===== config.mk =====
export PLATFORM = sky130hd
export DESIGN_NAME = video_frame_align_flat
export DESIGN_NICKNAME = d
export VERILOG_FILES = /design/src/rtl/video_frame_align_if.sv /design/src/rtl/video_frame_align.sv /design/src/flat_wrapper.sv
export SDC_FILE = /design/constraint.sdc
export NUM_CORES = 1
export LEC_CHECK = 0
export ABC_AREA = 1
export CORE_MARGIN = 2
export CORE_UTILIZATION = 30
export DETAILED_ROUTE_END_ITERATION = 8
export SLEW_MARGIN = 10
export SYNTH_ARGS = -nofsm -noshare
export SYNTH_HDL_FRONTEND = slang
export SYNTH_SLANG_ARGS = --single-unit

===== constraint.sdc =====
create_clock -name clk -period 6.7 [get_ports clk]
set_input_delay 1.34 -clock clk [delete_from_list [all_inputs] [get_ports clk]]
set_output_delay 1.34 -clock clk [all_outputs]
set_load 0.01 [all_outputs]

===== src/rtl/video_frame_align_if.sv =====
// Handshake bundle for video_frame_align: the upstream buffer stream, the framed output stream,
// the frame geometry and the repair status pulses.
interface video_frame_align_if #(
  parameter int BITWIDTH = 32
);
  logic [BITWIDTH-1:0] sink_data;
  logic                sink_valid;
  logic                sink_sop;
  logic                sink_eop;
  logic                sink_ready;
  logic [BITWIDTH-1:0] source_data;
  logic                source_valid;
  logic                source_ready;
  logic                source_sop;
  logic                source_eop;
  logic                source_eol;
  logic [15:0]         width;
  logic [15:0]         height;
  logic [2:0]          err;

  modport master (
    output sink_data, sink_valid, sink_sop, sink_eop, source_ready, width, height,
    input  sink_ready, source_data, source_valid, source_sop, source_eop, source_eol, err
  );

  modport slave (
    input  sink_data, sink_valid, sink_sop, sink_eop, source_ready, width, height,
    output sink_ready, source_data, source_valid, source_sop, source_eop, source_eol, err
  );
endinterface


===== src/rtl/video_frame_align.sv =====
// Re-frames a latency-1 pixel stream into exact width x height frames (pad / truncate / drop).
// Defining VIDEO_FRAME_ALIGN_XY_EN adds the x_pos/y_pos coordinate outputs.
module video_frame_align #(
  parameter int                  BITWIDTH  = 32,
  parameter logic [BITWIDTH-1:0] PAD_VALUE = '0
) (
  input  logic        clk,
  input  logic        rst,
`ifdef VIDEO_FRAME_ALIGN_XY_EN
  output logic [15:0] x_pos,
  output logic [15:0] y_pos,
`endif
  video_frame_align_if.slave bus
);
  typedef enum logic [1:0] {IDLE, ACTIVE, PAD, DISCARD} state_t;

  localparam int ENTRY_W = BITWIDTH + 2;

  logic [ENTRY_W-1:0]  r_mem [4];
  logic [1:0]          r_rd_ptr;
  logic [1:0]          r_wr_ptr;
  logic [2:0]          r_count;
  logic                r_req_d;
  state_t              r_state;
  state_t              w_state_next;
  logic [15:0]         r_x;
  logic [15:0]         r_y;
  logic [15:0]         r_wl;
  logic [15:0]         r_hl;

  logic                w_empty;
  logic                w_push;
  logic                w_pop;
  logic                w_head_sop;
  logic                w_head_eop;
  logic [BITWIDTH-1:0] w_head_data;
  logic                w_valid;
  logic                w_xfer;
  logic                w_latch;
  logic                w_x_last;
  logic                w_y_last;
  logic                w_first;
  logic [2:0]          w_err;

  assign w_empty = (r_count == 3'd0);
  assign w_push  = bus.sink_valid;
  assign {w_head_sop, w_head_eop, w_head_data} = r_mem[r_rd_ptr];

  // Beats already stored plus the one still in flight never exceed the 4 entries.
  assign bus.sink_ready = !rst && ((r_count + {2'b00, r_req_d}) <= 3'd2);

  always_ff @(posedge clk or posedge rst) begin
    if (rst) begin
      for (int i = 0; i < 4; i++) r_mem[i] <= '0;
      r_rd_ptr <= '0;
      r_wr_ptr <= '0;
      r_count  <= '0;
      r_req_d  <= 1'b0;
    end else begin
      r_req_d <= bus.sink_ready;
      if (w_push) begin
        r_mem[r_wr_ptr] <= {bus.sink_sop, bus.sink_eop, bus.sink_data};
        r_wr_ptr        <= r_wr_ptr + 2'd1;
      end
      if (w_pop) r_rd_ptr <= r_rd_ptr + 2'd1;
      case ({w_push, w_pop})
        2'b10:   r_count <= r_count + 3'd1;
        2'b01:   r_count <= r_count - 3'd1;
        default: r_count <= r_count;
      endcase
    end
  end

  assign w_x_last = (r_x == r_wl - 16'd1);
  assign w_y_last = (r_y == r_hl - 16'd1);
  assign w_first  = (r_x == 16'd0) && (r_y == 16'd0);
  assign w_xfer   = w_valid && bus.source_ready;

  // A sop arriving mid-frame is left in the buffer so it can open the next frame after padding.
  always_comb begin
    w_state_next = r_state;
    w_valid      = 1'b0;
    w_pop        = 1'b0;
    w_latch      = 1'b0;
    w_err        = 3'b000;
    unique case (r_state)
      IDLE: begin
        if (!w_empty) begin
          if (!w_head_sop) begin
            w_pop    = 1'b1;
            w_err[2] = 1'b1;
          end else begin
            w_latch = 1'b1;
            if ((bus.width == 16'd0) || (bus.height == 16'd0)) begin
              w_pop        = 1'b1;
              w_err[2]     = 1'b1;
              w_state_next = DISCARD;
            end else begin
              w_state_next = ACTIVE;
            end
          end
        end
      end
      ACTIVE: begin
        if (!w_empty) begin
          if (w_head_sop && !w_first) begin
            w_err[0]     = 1'b1;
            w_state_next = PAD;
          end else begin
            w_valid = 1'b1;
            if (bus.source_ready) begin
              w_pop = 1'b1;
              if (w_x_last && w_y_last) begin
                if (w_head_eop) begin
                  w_state_next = IDLE;
                end else begin
                  w_err[1]     = 1'b1;
                  w_state_next = DISCARD;
                end
              end else if (w_head_eop) begin
                w_err[0]     = 1'b1;
                w_state_next = PAD;
              end
            end
          end
        end
      end
      PAD: begin
        w_valid = 1'b1;
        if (bus.source_ready && w_x_last && w_y_last) w_state_next = IDLE;
      end
      DISCARD: begin
        if (!w_empty) begin
          if (w_head_sop) begin
            w_state_next = IDLE;
          end else begin
            w_pop = 1'b1;
            if (w_head_eop) w_state_next = IDLE;
          end
        end
      end
      default: w_state_next = IDLE;
    endcase
  end

  always_ff @(posedge clk or posedge rst) begin
    if (rst) begin
      r_state <= IDLE;
      r_x     <= '0;
      r_y     <= '0;
      r_wl    <= '0;
      r_hl    <= '0;
    end else begin
      r_state <= w_state_next;
      if (w_latch) begin
        r_wl <= bus.width;
        r_hl <= bus.height;
        r_x  <= '0;
        r_y  <= '0;
      end else if (w_xfer) begin
        if (w_x_last) begin
          r_x <= '0;
          r_y <= w_y_last ? 16'd0 : r_y + 16'd1;
        end else begin
          r_x <= r_x + 16'd1;
        end
      end
    end
  end

  // Markers are generated from the counters; the stored sop/eop bits never reach the output.
  assign bus.source_valid = w_valid;
  assign bus.source_data  = !w_valid ? '0 : ((r_state == PAD) ? PAD_VALUE : w_head_data);
  assign bus.source_sop   = w_valid && w_first;
  assign bus.source_eol   = w_valid && w_x_last;
  assign bus.source_eop   = w_valid && w_x_last && w_y_last;
  assign bus.err          = w_err;

`ifdef VIDEO_FRAME_ALIGN_XY_EN
  assign x_pos = r_x;
  assign y_pos = r_y;
`endif
endmodule


===== src/flat_wrapper.sv =====
// flat-port wrapper written by rule: the top's interface ports become plain ports
module video_frame_align_flat 
#(
  parameter int                  BITWIDTH  = 32,
  parameter logic [BITWIDTH-1:0] PAD_VALUE = '0
)
  (clk, rst, bus_sink_data, bus_sink_valid, bus_sink_sop, bus_sink_eop, bus_source_ready, bus_width, bus_height, bus_sink_ready, bus_source_data, bus_source_valid, bus_source_sop, bus_source_eop, bus_source_eol, bus_err);
  video_frame_align_if #(.BITWIDTH(BITWIDTH)) bus_i ();
  input  logic clk;
  input  logic rst;
  input wire logic [$bits(bus_i.sink_data)-1:0] bus_sink_data;
  input wire logic [$bits(bus_i.sink_valid)-1:0] bus_sink_valid;
  input wire logic [$bits(bus_i.sink_sop)-1:0] bus_sink_sop;
  input wire logic [$bits(bus_i.sink_eop)-1:0] bus_sink_eop;
  input wire logic [$bits(bus_i.source_ready)-1:0] bus_source_ready;
  input wire logic [$bits(bus_i.width)-1:0] bus_width;
  input wire logic [$bits(bus_i.height)-1:0] bus_height;
  output wire logic [$bits(bus_i.sink_ready)-1:0] bus_sink_ready;
  output wire logic [$bits(bus_i.source_data)-1:0] bus_source_data;
  output wire logic [$bits(bus_i.source_valid)-1:0] bus_source_valid;
  output wire logic [$bits(bus_i.source_sop)-1:0] bus_source_sop;
  output wire logic [$bits(bus_i.source_eop)-1:0] bus_source_eop;
  output wire logic [$bits(bus_i.source_eol)-1:0] bus_source_eol;
  output wire logic [$bits(bus_i.err)-1:0] bus_err;
  assign bus_i.sink_data = bus_sink_data;
  assign bus_i.sink_valid = bus_sink_valid;
  assign bus_i.sink_sop = bus_sink_sop;
  assign bus_i.sink_eop = bus_sink_eop;
  assign bus_i.source_ready = bus_source_ready;
  assign bus_i.width = bus_width;
  assign bus_i.height = bus_height;
  assign bus_sink_ready = bus_i.sink_ready;
  assign bus_source_data = bus_i.source_data;
  assign bus_source_valid = bus_i.source_valid;
  assign bus_source_sop = bus_i.source_sop;
  assign bus_source_eop = bus_i.source_eop;
  assign bus_source_eol = bus_i.source_eol;
  assign bus_err = bus_i.err;
  video_frame_align #(.BITWIDTH(BITWIDTH), .PAD_VALUE(PAD_VALUE)) u_core (.clk(clk), .rst(rst), .bus(bus_i));
endmodule

==> metrics.yaml <==
finClkSkew_ns: 0.0167
pwr_density_cell_nw_per_um2: 461
reg2reg_to: "u_core.r_y[2]"
pwr-share-seq: 0.331
hold_violations: 0
wirelength_um: 30900
required_ns: 5.36
clkSinkCount: 210
totalPowerFinal_mw: 6.50
slew_violations: 0
area_growth_pct: 21.1
period_minus_slack_ns: 5.37
p_clk_frac: 0.234
synth-seq-cells: 210
crit_path_max_fanout: 69
worst-path-buf-inv: 4
cts_setup_buffers: 0
finalSetupTns_ns: 0
fin_area_um2: 14100
dr.pass1.iters: 5
final_util: 0.367
io-pin-count: 110
numPortBuffers: 109
hpwl_um: 20300
grt_pass1_vias: 9823
htree_levels: 1
ys_seq_area_frac: 0.451
hold_buffers: 0
syn_nets: 1570
hp-start: "u_core.r_mem[91]"
gp_congestion: 0.875
grt_pass1_wl_um: 51000
pre_cts_ws_ns: 1.85
maxCapViolCount: 0
start_util: 0.303
final_cells: 2096
slowest_stage: "nand2_2"
grt.total_usage: 0.152
power.switching_mw: 2.77
cts_tree: "yes"
swShare: 0.426
synth_edf_count: 0
final_layout_size_suffix_gt1_frac: 0.0938
core_area_um2: 38500
hold_path.class: "register to register"
async_reset_ff_frac: 1.00
post-route-period-util: 0.802
ys_warn_count: 0
cts.clk_slew.worst_paths_ns: 0.06
drc: 0
min_path_cells: 2
endpoint_kind: "primary output"
ys_types: 41
fin_nets: 1646
cts_buffers: 26
worst_setup_path_start_kind: "register"
r2r_cells: 12
gr-total-overflow: 0
cts_buffer_depth: 3
peakVddDrop_mv: 0.205
antenna_found_initial: 2
tightest_slew_ns: 1.20
crit_type: "register to primary output"
synth_area_leader_cell: "dfrtp_1"
synthFlopType: "dfrtp_1"
ant_nets: 0
relSlewSlack: 0.197
max_freq_mhz: 186
synth_top_area_share: 0.451
r2r_start: "u_core.r_rd_ptr[0]"
syn_area_um2: 11600
crit_path_cell_trace: "buf_4, nand2_1, nand3_1, nand2_1, inv_1, nand2_2, nand2_1, nand2_1, nand2_1, inv_2, nand2_2, a211oi_1, clkdlybuf4s50_1"
die_y_um: 201
power.internal_mw: 3.73
cts_resized: 0
crit_top_cell: "nand2_1"
place_area_um2: 13200
status: "completed"
grt_start_max_net_pins: 165
insertion_delay_ns: 0.56
crit_start: "u_core.r_rd_ptr[0]"
fill_cells: 3951
wl_per_cell_um: 14.7
cp.arrival_ns: 4.03
fp-row-count: 72
r2r_slack_ns: 3.22
hold_end: "u_core.r_mem[91]"
drt_iter0_drc: 565
dieWidth_um: 201
vias_per_cell: 4.74
dp_cells: 2048
cp_top_family: "simple AND/OR/NAND/NOR gates"
clockRootBuffer: "clkbuf_16"
synthCells: 1482
max_stage_delay_ns: 0.85
worst_slack_ns: 1.33
synth_area_leaders: "dfrtp_1, nand2_1, o21ai_0, inv_1, a211oi_2"
diodes: 0
dieArea_um2: 40400
rsz0062_at_grt: "false"
setup_viol: 0
p_comb_frac: 0.435
p_leak_nw: 6.40
holdWs_ns: 0.482
syn_area_per_cell_um2: 7.86
vias: 9939
## placed cells by master (no fill, tap or decap), types with 7 or more instances in the layout
| cell | instances |
|---|---|
| clkdlybuf4s50_1 | 109 |
| clkinv_2 | 7 |
| ha_1 | 17 |
| o21ai_1 | 14 |
| nand2_1 | 436 |
| nand4_1 | 18 |
| a211oi_2 | 30 |
| dfrtp_1 | 209 |
| nand3b_1 | 7 |
| nand3_1 | 63 |
| inv_2 | 20 |
| nor3_1 | 20 |
| nor4_1 | 11 |
| o22ai_1 | 9 |
| inv_1 | 115 |
| xor2_1 | 42 |
| clkbuf_16 | 26 |
| nor2_1 | 75 |
| a21oi_1 | 67 |
| nor2_2 | 9 |
| buf_4 | 9 |
| nand2_2 | 13 |
| o21ai_0 | 181 |
| xnor2_1 | 24 |
## routing by layer
metal / GRT usage / up-vias / share of wire
li1: - / 4966 / -
met1: 0.202 / 4727 / 0.47
met2: 0.256 / 194 / 0.47
met3: 0.0289 / 48 / 0.044
met4: 0.0368 / 4 / 0.022
met5: 0 / - / 0.00087
## state kept, by name, summed over array words and instances (netlist names)
| name | flops |
|---|---|
| u_core.r_rd_ptr | 2 |
| u_core.r_wr_ptr | 2 |
| u_core.r_state | 2 |
| u_core.r_wl | 16 |
| u_core.r_y | 16 |
| u_core.r_count | 3 |
| u_core.r_mem | 136 |
| u_core.r_hl | 16 |
| u_core.r_req_d | 1 |
| u_core.r_x | 16 |
## power by group through the flow
stage | Sequential, mW | Clock [mW] | Combinational, mW
after floorplan | 2.07 | 0 | 2.13
after global placement | 2.14 | 0 | 2.81
after detailed placement | 2.16 | 0 | 2.85
after CTS | 2.15 | 1.56 | 2.87
after global routing | 2.22 | 1.61 | 3.23
final | 2.15 | 1.52 | 2.82
## kinds of logic (layout without fill, tap and decap cells)
group,count (synthesis),in the layout,share of synthesized area
AND/OR/NAND/NOR,672,672,0.252
AO/OA/AOI/OAI,308,308,0.155
flip-flops,210,210,0.451
buffers and inverters,208,304,0.0723
XOR/XNOR,66,66,0.0496
adder cells (fa/ha/maj),18,18,0.0200
## Yosys cell counts (2+ instances only)
cell type and number:
a211oi_1 3, a211oi_2 30, a21oi_1 67, buf_1 4, buf_2 5, buf_6 5
clkbuf_1 55, dfrtp_1 210, ha_1 17, inv_1 117, inv_2 19, nand2_1 440
nand2_2 9, nand3_1 63, nand3_2 3, nand3_4 2, nand3b_1 7, nand4_1 18
nor2_1 75, nor2_2 9, nor2_4 6, nor2_8 3, nor3_1 20, nor4_1 11
o21ai_0 181, o21ai_1 14, o22ai_1 9, or2_1 3, xnor2_1 24, xor2_1 42
## worst max-delay path by stage
stage,to,slack (ns),cells after the start
final,bus_source_data[0],1.33,13
after global routing,bus_source_data[0],1.01,13
after CTS,bus_source_data[0],1.25,13
after detailed placement,bus_source_data[0],1.85,13
after global placement,bus_err[2],1.86,7
after floorplan,u_core.r_count[0],2.63,1
## layout make-up
class / instances / area [um2] / share of cell area
Tap cell: 518 / 648 / 0.0460
Clock buffer: 35 / 744 / 0.0528
Multi-Input combinational cell: 1064 / 5560 / 0.394
Sequential cell: 210 / 5260 / 0.373
Clock inverter: 13 / 193 / 0.0137
Timing Repair Buffer: 119 / 1180 / 0.0836
Inverter: 137 / 520 / 0.0369
## tightest hold or removal path: cells and delay by family (launching register included)
kind | cells | cell delay, ns
compound gates | 1 | 0.06
flops | 1 | 0.34
simple gates | 1 | 0.05
Power figures use the tool's default switching activity.
